## config.mk

```make
export PLATFORM = sky130hd
export DESIGN_NAME = axil_arbiter_wr
export DESIGN_NICKNAME = d
export VERILOG_FILES = /design/src/rtl/axil_arbiter_wr.sv
export SDC_FILE = /design/constraint.sdc
export NUM_CORES = 1
export LEC_CHECK = 0
export CORE_AREA = 3 3 40 42
export CTS_BUF_LIST = sky130_fd_sc_hd__clkbuf_2 sky130_fd_sc_hd__clkbuf_4 sky130_fd_sc_hd__clkbuf_8
export DETAILED_ROUTE_END_ITERATION = 8
export DIE_AREA = 0 0 43 45
export DONT_BUFFER_PORTS = 1
export GPL_TIMING_DRIVEN = 0
export SETUP_SLACK_MARGIN = 0.05
export SYNTH_ARGS = -nofsm -noshare
export SYNTH_HDL_FRONTEND = slang
export SYNTH_SLANG_ARGS = --single-unit
```

## constraint.sdc

```tcl
create_clock -name aclk -period 2.5 [get_ports aclk]
set_input_delay 0.5 -clock aclk [delete_from_list [all_inputs] [get_ports aclk]]
set_output_delay 0.5 -clock aclk [all_outputs]
set_load 0.03 [all_outputs]
```

## src/rtl/axil_arbiter_wr.sv

```systemverilog
// Write-path arbiter for AXI-Lite masters: one grant held from AW&W request until the B handshake.
// Define AXIL_ARB_ROUND_ROBIN_EN for round-robin arbitration; fixed lowest-index priority otherwise.
module axil_arbiter_wr #(
    parameter int NUMBER_MASTER = 2,
    localparam int ID_WIDTH = (NUMBER_MASTER > 2) ? $clog2(NUMBER_MASTER) : 1
) (
    input  logic                     aclk,
    input  logic                     aresetn,
    input  logic [NUMBER_MASTER-1:0] req_awvalid,
    input  logic [NUMBER_MASTER-1:0] req_wvalid,
    input  logic                     bvalid,
    input  logic                     bready,
    output logic [NUMBER_MASTER-1:0] grant,
    output logic [ID_WIDTH-1:0]      grant_id,
    output logic                     busy
);

    typedef enum logic {
        IDLE  = 1'b0,
        GRANT = 1'b1
    } state_t;

    state_t                 state;
    logic [NUMBER_MASTER-1:0] req;
    logic                   found;
    logic [ID_WIDTH-1:0]    win_id;

    // A master is eligible only once both its address and data are offered.
    assign req = req_awvalid & req_wvalid;

`ifdef AXIL_ARB_ROUND_ROBIN_EN
    logic [ID_WIDTH-1:0] ptr;

    // Scan from the lowest to the highest priority so the last hit is the winner;
    // position k = 0 (the pointer itself) is therefore visited last.
    always_comb begin
        // NOTE: every output of this block gets a default first, so no latch is inferred.
        found  = 1'b0;
        win_id = '0;
        for (int k = NUMBER_MASTER - 1; k >= 0; k--) begin
            logic [ID_WIDTH-1:0] idx;
            idx = ID_WIDTH'((int'(ptr) + k) % NUMBER_MASTER);
            if (req[idx]) begin
                found  = 1'b1;
                win_id = idx;
            end
        end
    end
`else
    always_comb begin
        found  = 1'b0;
        win_id = '0;
        for (int i = NUMBER_MASTER - 1; i >= 0; i--) begin
            if (req[i]) begin
                found  = 1'b1;
                win_id = ID_WIDTH'(i);
            end
        end
    end
`endif

    always_ff @(posedge aclk) begin
        // NOTE: sequential state uses non-blocking assignments so all registers update together.
        if (!aresetn) begin
            state    <= IDLE;
            grant    <= '0;
            grant_id <= '0;
            busy     <= 1'b0;
`ifdef AXIL_ARB_ROUND_ROBIN_EN
            ptr      <= '0;
`endif
        end else begin
            case (state)
                IDLE: begin
                    if (found) begin
                        state    <= GRANT;
                        grant    <= NUMBER_MASTER'(1) << win_id;
                        grant_id <= win_id;
                        busy     <= 1'b1;
`ifdef AXIL_ARB_ROUND_ROBIN_EN
                        ptr      <= (win_id == ID_WIDTH'(NUMBER_MASTER - 1)) ? '0 : win_id + 1'b1;
`endif
                    end
                end
                GRANT: begin
                    // Only the completed B handshake ends the grant; req is ignored here.
                    if (bvalid && bready) begin
                        state    <= IDLE;
                        grant    <= '0;
                        grant_id <= '0;
                        busy     <= 1'b0;
                    end
                end
                default: state <= IDLE;
            endcase
        end
    end

endmodule

```

Word level (Yosys, flattened, before mapping)
Cells that the tools add are included.
{"block": "word_totals", "ff_bits": 5, "out_inout_bits": 4, "elab_cells": 25}
{"block": "op_classes", "n_eq_ne": 2, "n_shift": 1, "muxes": 14, "n_bitwise": 2, "n_reduce_logical": 2}
{"cell": "$mux W1", "n": 8}
{"cell": "$pmux W1 S2", "n": 3}
{"cell": "$mux W2", "n": 2}
{"cell": "$pmux W2 S2", "n": 1}
{"cell": "$and A2 B2 Y2", "n": 1}
{"cell": "$ne A2 B1 Y1 const B", "n": 1}
{"cell": "$ne A2 B2 Y1 const B", "n": 1}
{"cell": "$reduce_and A2 Y1", "n": 1}
{"cell": "$shl A1 B1 Y2 const A", "n": 1}
{"cell": "$logic_and A1 B1 Y1", "n": 1}
{"cell": "$not A1 Y1", "n": 1}

Logic depth before layout (Yosys ltp)
Gate-level depths: netlist (run 1).
{"block": "depth", "ltp_word": 6, "ltp_mapped": 3}

Worst setup path before layout (run 1)
OpenSTA, ideal clock, no wires.
{"block": "synth_path", "kind": "register -> output", "from": "register grant[1]", "to": "output grant[1]", "arrival_ps": 718, "setup_slack_ps": 1282, "stages_incl_launch_ff": 2, "path_cell_list": "dfxtp_1 -> buf_4"}
{"element": "start, declared", "line_no": "13", "text": "output logic [NUMBER_MASTER-1:0] grant,"}
{"element": "start signal, assigned", "line_no": "77", "text": "grant <= NUMBER_MASTER'(1) << win_id;"}
No word-level cell between the ends.

Final worst setup path (run 1)
{"block": "layout_path", "from": "register grant[1]", "to": "output grant[1]"}
No word-level cell between the ends.

==> metrics.md, run 1 <==
| Metric | Value |
|---|---|
| Run status | `completed` |
| Fraction of layout cells with a size suffix above 1 | `18.2%` |
| Initial DRC Count | `0` |
| Max Slew Vio Count | `0` |
| CTS Hold Buffers Added | `0` |
| Cell type group with the largest total delay on the critical path | `flip-flops` |
| Aggregate global-route resource usage | `under 10%` |
| Uppermost routed layer | `met3` |
| Via Count | `roughly 150` |
| Slew of the pin with the lowest slew margin | `0.359 ns` |
| Fmax | `671 MHz` |
| Post-CTS Setup Repair Bufs | `0` |
| I/O Pins | `12` |
| Vias in the first global route | `around 160` |
| Detailed placement HPWL | `approximately 320 um` |
| Initial antenna violation count | `0` |
| Clock Root Buffer | `sky130_fd_sc_hd__clkbuf_4` |
| Crit-path cells | `buf_4` |
| Pre-Repair DR Iteration Count | `1` |
| Number of warning messages in the yosys log | `0` |
| Distinct cells, synth | `12` |
| Final Instance Area | `210 um^2` |
| Number of buffers on the longest clock path | `2` |
| Endpoint type of the worst setup path | `primary output` |
| Reported net switching power | `around 46 uW` |
| Final nets | `32` |
| Post-layout minimum cycle time | `1.49 ns` |
| Syn-to-layout area delta | `24.4%` |
| Largest net degree at the start of global routing | `6` |
| Sequential share of the synthesized area | `47.4%` |
| CTS HTree Levels | `1` |
| Die extent in x | `about 43 um` |
| Share of total power in combinational logic | `under 10%` |
| Die height | `between 40 and 50 um` |
| Setup Total Neg Slack | `0 ns` |
| Power per Cell Area | `around 840 nW/um^2` |
| Number of cells upsized or downsized after cts | `0` |
| Wire length of the first global-routing pass | `around 600 um` |
| Final setup violation count | `0` |
| Sequential share of power | `45.5%` |
| Area of the mapped netlist | `about 170 um^2` |
| Placeable core area | `about 1300 um^2` |
| CP Data Required Time | `about 2 ns` |
| Clock skew | `0.00289 ns` |
| Worst Setup Path Type | `reg2out` |
| Row Count | `13` |
| Leak Pwr | `~0.00009 uW` |
| Total CTS buffers | `3` |
| Area fraction of the dominant cell type after synthesis | `a little under half` |
| Clock tree from TritonCTS | `built` |
| Overflow left after global routing | `0` |
| Cell taking the most area after synthesis | `sky130_fd_sc_hd__dfxtp_1` |
| Largest fanout on the critical path | `3` |
| TritonCTS sink count | `4` |
| Unrepaired setup endpoints after global routing | `no` |
| Number of DRC violations after detailed routing | `0` |
| Worst-path cell with the longest stage delay | `sky130_fd_sc_hd__dfxtp_1` |
| Rel. slew slack | `between 70% and 80%` |
| Worst stage delay on the critical path | `approximately 0.52 ns` |
| Share of total power consumed by net switching | `26.3%` |
| Clk network pwr share | `46.0%` |
| Average via count per standard cell | `a little under 4` |
| Starting Density | `a little over an eighth` |
| # diodes | `0` |
| Average detailed-routed wire length per instance | `around 11 um` |
| Crit start category | `flip-flop` |
| Final hold violation count | `0` |
| Worst path bufs/invs | `1` |
| Met2 routed wirelength | `168 um` |
| Max-cap viol count | `0` |
| Post-Syn Nets | `27` |
| Top cells by area, synth | `sky130_fd_sc_hd__dfxtp_1 (47%), sky130_fd_sc_hd__nand3_1 (8.9%), sky130_fd_sc_hd__nand2_1 (6.7%)` |
| Internal Dissipation | `approximately 130 uW` |
| Die area | `approximately 1900 um^2` |
| Flops & latches, synth | `4` |
| Number of instances in the synthesized netlist | `19` |
| Layout fillers | `around 140` |
| Routed Wire Length | `about 410 um` |
| Final clock period utilization by the worst path | `59.6%` |
| Count of nets left with antenna violations after detail routing | `0` |
| Instance area after placement | `approximately 190 um^2` |
| Sum of routed wire segments on met1 | `approximately 190 um` |
| Arrival time of data at the critical path endpoint | `about 0.99 ns` |
| Worst supply voltage drop on vdd | `roughly 0.00016 V` |
| Register clock-pin slew on the reported worst setup and hold paths | `0.04 ns` |
| Clock insertion delay at the later pin of the skew report | `around 0.23 ns` |
| Met3 WL post-DR | `roughly 50 um` |
| Routability congestion estimate | `0.658` |
| Per-instance average area after synthesis | `a little under 9 um^2` |
| Classification of the worst-slack hold path | `in2reg` |
| Number of port buffers | `0` |
==> cell usage in the layout (no fill, tap or decap) <==
| cell type | synthesis | final |
|---|---|---|
| sky130_fd_sc_hd__dfxtp_1 | 4 | 4 |
| sky130_fd_sc_hd__nand2_1 | 3 | 3 |
| sky130_fd_sc_hd__nand3_1 | 3 | 3 |
| sky130_fd_sc_hd__clkbuf_4 | 0 | 3 |
| sky130_fd_sc_hd__o211a_1 | 1 | 1 |
| sky130_fd_sc_hd__a21oi_1 | 1 | 1 |
| sky130_fd_sc_hd__nand2b_1 | 1 | 1 |
| sky130_fd_sc_hd__or3b_1 | 1 | 1 |
| sky130_fd_sc_hd__o21ai_0 | 1 | 1 |
| sky130_fd_sc_hd__o22ai_1 | 1 | 1 |
| sky130_fd_sc_hd__and2_1 | 1 | 1 |
| sky130_fd_sc_hd__o21a_1 | 1 | 1 |
| sky130_fd_sc_hd__buf_4 | 1 | 1 |
==> power by group through the flow <==
stage	combinational, uW	clock [uW]	sequential, uW
after floorplan	13.4	0	80.3
after global placement	14.9	0	81.4
after detailed placement	15.2	0	81.5
after CTS	15.2	86.7	80.3
after global routing	17.1	88.1	81.0
final	15.0	81.3	80.4
==> metrics by stage <==
stage	power, uW	hold slack (ns)	cells	util [%]	setup slack (ns)
after floorplan	93.6	0.506	19	-	1.28
after detailed placement	96.6	0.529	34	14.6	1.25
after global routing	186	0.396	37	16.4	0.976
final	177	0.393	37	16.4	1.01
after CTS	182	0.388	37	16.4	0.995
after global placement	96.3	0.532	34	14.6	1.26
==> synth_stat cells <==
| cell | n |
|---|---|
| sky130_fd_sc_hd__dfxtp_1 | 4 |
| sky130_fd_sc_hd__nand2_1 | 3 |
| sky130_fd_sc_hd__nand3_1 | 3 |
| sky130_fd_sc_hd__a21oi_1 | 1 |
| sky130_fd_sc_hd__and2_1 | 1 |
| sky130_fd_sc_hd__buf_4 | 1 |
| sky130_fd_sc_hd__nand2b_1 | 1 |
| sky130_fd_sc_hd__o211a_1 | 1 |
| sky130_fd_sc_hd__o21a_1 | 1 |
| sky130_fd_sc_hd__o21ai_0 | 1 |
| sky130_fd_sc_hd__o22ai_1 | 1 |
| sky130_fd_sc_hd__or3b_1 | 1 |
==> worst register-to-register path, stage by stage, from the launching register on <==
cell and delay [ns]:
sky130_fd_sc_hd__dfxtp_1 0.35, sky130_fd_sc_hd__nand3_1 0.14, sky130_fd_sc_hd__and2_1 0.19, sky130_fd_sc_hd__o21a_1 0.16
==> final timing paths <==
path / start / end / slack, ns / cells past startpoint
worst max-delay path: grant[1] / grant[1] / 1.01 / 1
worst min-delay path: aresetn / busy / 0.39 / 1
worst max register to register: state / busy / 1.55 / 3
worst min register to register: state / state / 0.54 / 1
==> state kept, by name (all words and copies together), names as in the netlist <==
register / flops
busy: 1
grant: 2
state: 1
==> cells by family (layout without fill, tap and decap cells) <==
logic type	after synthesis	in the layout	share of synthesized area [%]
AND/OR/NAND/NOR	9	9	28.2
flip-flops	4	4	47.4
buffers and inverters	1	4	4.45
AO/OA/AOI/OAI	5	5	20.0
==> metal layers <==
layer / vias up / GRT usage [%]
li1: 74 / -
met1: 64 / 5.33
met2: 7 / 5.69
met3: 0 / 2.39
met4: 0 / 7.23
met5: - / 0
==> final cells by class <==
class	instances	area, um^2	share of cell area [%]
multi-input cells	14	81.3	38.7
flip-flops and latches	4	80.1	38.1
well taps	15	18.8	8.93
clock buffers	3	22.5	10.7
plain buffers	1	7.51	3.57
(Power assumes the default switching activity.)
==> inputs of run 2 (changes only) <==
Settings changed: ABC_AREA from default to 1.
Clock period 2.5 ns to 1.3 ns, I/O delays scaled along.
==> run 2 against run 1 <==
Total power increased by 100%. Largest power group unchanged. Clock-buffer cell count unchanged. Via count increased by 23%. Die area is the same. Sequential share of layout area down 1.8 points. Highest routed layer is now met4. Critical path type unchanged. Combinational power increased by 120%. Core utilization increased by 1.1 points. Sequential power increased by 94%. Worst setup slack got worse by 0.84 ns. Wire length grew 9.7%.
==> metrics.md, run 2 <==
| Metric | Value |
|---|---|
| Number of buffers on the longest clock path | `2` |
| Fraction of layout cells with a size suffix above 1 | `44.0%` |
| Worst-path cell with the longest stage delay | `sky130_fd_sc_hd__dfxtp_2` |
| Pre-Repair DR Iteration Count | `4` |
| Final nets | `35` |
| Initial antenna violation count | `0` |
| Register clock-pin slew on the reported worst setup and hold paths | `roughly 0.04 ns` |
| Final clock period utilization by the worst path | `between 80 and 90%` |
| Setup Total Neg Slack | `0 ns` |
| Unrepaired setup endpoints after global routing | `no` |
| Share of total power in combinational logic | `under 10%` |
| Largest fanout on the critical path | `3` |
| Beginning of the worst register-to-register path | `grant[0]` |
| Worst hold path stage count | `2` |
| Final Instance Area | `between 200 and 250 um^2` |
| Max Slew Vio Count | `0` |
| Via Count | `179` |
| I/O Pins | `12` |
| Average via count per standard cell | `approximately 4.5` |
| Clock insertion delay at the later pin of the skew report | `0.24 ns` |
| Number of DRC violations after detailed routing | `0` |
| Syn-to-layout area delta | `23.4%` |
| Slew of the pin with the lowest slew margin | `between 0.3 and 0.4 ns` |
| Average detailed-routed wire length per instance | `11.4 um` |
| Clock skew | `0.000816 ns` |
| Routed Wire Length | `~450 um` |
| Starting Density | `between 10% and 20%` |
| Cell taking the most area after synthesis | `sky130_fd_sc_hd__dfxtp_1` |
| Largest registers ranked by flip-flop count | `grant: 2 flops, busy: 1 flops, state: 1 flops` |
| Commonest non-fill, non-tap cells in the layout | `sky130_fd_sc_hd__nand2_2 (4), sky130_fd_sc_hd__nand3_1 (4), sky130_fd_sc_hd__dfxtp_1 (3), sky130_fd_sc_hd__clkbuf_4 (3), sky130_fd_sc_hd__a21oi_1 (2)` |
| Logic depth of the worst path, buffers included | `1` |
| Most frequently used flop master after synthesis | `sky130_fd_sc_hd__dfxtp_1` |
| Post-layout minimum cycle time | `about 1.1 ns` |
| Number of flip-flops under the largest register name | `2` |
| Endpoint type of the worst setup path | `primary output` |
| Aggregate global-route resource usage | `under 10%` |
| Crit-path cells | `buf_4` |
| Share of total power consumed by net switching | `roughly 29%` |
| Worst setup path start | `grant[1]` |
| Vias in the first global route | `181` |
| TritonCTS sink count | `4` |
| Worst stage delay on the critical path | `roughly 0.43 ns` |
| Largest net degree at the start of global routing | `5` |
| Distinct cells, synth | `12` |
| Arrival time of data at the critical path endpoint | `between 0.8 and 0.9 ns` |
| Die area | `approximately 1900 um^2` |
| Total CTS buffers | `3` |
| Cell type group with the largest total delay on the critical path | `flip-flops` |
| Area of the mapped netlist | `between 150 and 200 um^2` |
| Worst path bufs/invs | `1` |
| Worst supply voltage drop on vdd | `0.000440 V` |
| Met3 WL post-DR | `72 um` |
| Clk network pwr share | `between 40% and 50%` |
| Run status | `completed` |
| Number of instances in the synthesized netlist | `22` |
| Max-cap viol count | `0` |
| Fmax | `approximately 880 MHz` |
| Final setup violation count | `0` |
| Uppermost routed layer | `met4` |
| Routability congestion estimate | `slightly below 0.7` |
| Clock Root Buffer | `sky130_fd_sc_hd__clkbuf_4` |
| Number of warning messages in the yosys log | `0` |
| Clock tree from TritonCTS | `built` |
| Row Count | `13` |
| Initial DRC Count | `2` |
| Die height | `45 um` |
| Worst Setup Path Type | `reg2out` |
| CP Data Required Time | `1.04 ns` |
| Met2 routed wirelength | `208 um` |
| Rel. slew slack | `slightly below 80%` |
| Placeable core area | `around 1300 um^2` |
| Area fraction of the dominant cell type after synthesis | `approximately 44%` |
| Sequential share of power | `approximately 44%` |
| Internal Dissipation | `~250 uW` |
| Power per Cell Area | `about 1600 nW/um^2` |
| Overflow left after global routing | `0` |
| Instance area after placement | `~200 um^2` |
| Post-Syn Nets | `30` |
| Count of nets left with antenna violations after detail routing | `0` |
| Worst Hold Launch | `aresetn` |
| Sum of routed wire segments on met1 | `about 150 um` |
| Share of synthesized flip-flops with an asynchronous set or reset | `0%` |
| Wire length of the first global-routing pass | `approximately 720 um` |
| Number of port buffers | `0` |
| CTS HTree Levels | `1` |
| Classification of the worst-slack hold path | `in2reg` |
| Die extent in x | `43 um` |
| Path depth of the worst reg2reg path | `2` |
| Final hold violation count | `0` |
| Detailed placement HPWL | `approximately 370 um` |
| Sequential share of the synthesized area | `roughly 44%` |
| EDFF count, synth | `0` |
| CTS Hold Buffers Added | `0` |
| Top cells by area, synth | `sky130_fd_sc_hd__dfxtp_1 (44%), sky130_fd_sc_hd__nand2_2 (14%), sky130_fd_sc_hd__nand3_1 (11%)` |
| List of most frequent post-synthesis cells | `sky130_fd_sc_hd__dfxtp_1 (4), sky130_fd_sc_hd__nand2_2 (4), sky130_fd_sc_hd__nand3_1 (4), sky130_fd_sc_hd__a21oi_1 (2)` |
| Leak Pwr | `between 0.00008 and 0.00009 uW` |
| Per-instance average area after synthesis | `8.25 um^2` |
| # diodes | `0` |
| Largest reg by FF count | `grant` |
| Reported net switching power | `between 100 and 150 uW` |
| Flops & latches, synth | `4` |
| Crit start category | `flip-flop` |
==> run 2: per-stage QoR <==
step / hold slack, ns / total power (uW) / cells / setup slack, ns / util, %
after floorplan: 0.385 / 185 / 22 / 0.321 / -
after global placement: 0.402 / 192 / 37 / 0.291 / 15.6
after detailed placement: 0.397 / 191 / 37 / 0.284 / 15.6
after CTS: 0.146 / 357 / 40 / 0.165 / 17.4
after global routing: 0.165 / 361 / 40 / 0.155 / 17.4
final: 0.144 / 353 / 40 / 0.169 / 17.4
==> run 2: cells by family after synthesis <==
| family | after synthesis | synth area share [%] |
|---|---|---|
| flops | 4 | 44.1 |
| buf+inv | 3 | 8.27 |
| simple gates | 11 | 35.9 |
| compound gates | 4 | 11.7 |
==> run 2: cell type report <==
class	instances	area, um^2
flip-flops and latches	4	81.3
well taps	15	18.8
multi-input cells	15	86.3
clock buffers	3	22.5
plain buffers	1	7.51
fillers	145	1060
inverters	2	7.51
==> run 2: routing by layer <==
metal / up-vias / GRT usage (%)
met4: 0 / 7.23
met3: 3 / 3.98
met2: 10 / 8.68
met1: 84 / 4.33
li1: 82 / -
met5: - / 0
==> run 2: worst paths after layout <==
path / end / slack, ns
setup / recovery: grant[1] / 0.17
hold / removal: state / 0.14
setup reg to reg: grant[0] / 0.48
hold reg to reg: state / 0.52
==> run 2: timing repair <==
item,in CTS,in global routing
setup buffers,0,0
resized for setup,1,0
endpoints found under the setup margin,1,0
hold endpoints to repair,0,0
==> run 2: power groups by stage <==
stage | registers [uW] | logic, uW | clock network, uW
2_1_floorplan | 156 | 29.2 | 0
3_3_place_gp | 158 | 34.1 | 0
3_5_place_dp | 158 | 33.4 | 0
4_1_cts | 156 | 33.7 | 167
5_1_grt | 157 | 37.2 | 167
6_report | 156 | 33.1 | 164
==> run 2: worst register-to-register path, stage by stage, from the launching register on <==
cell	delay (ns)
sky130_fd_sc_hd__dfxtp_1	0.50
sky130_fd_sc_hd__nand3_1	0.12
sky130_fd_sc_hd__a21oi_1	0.13
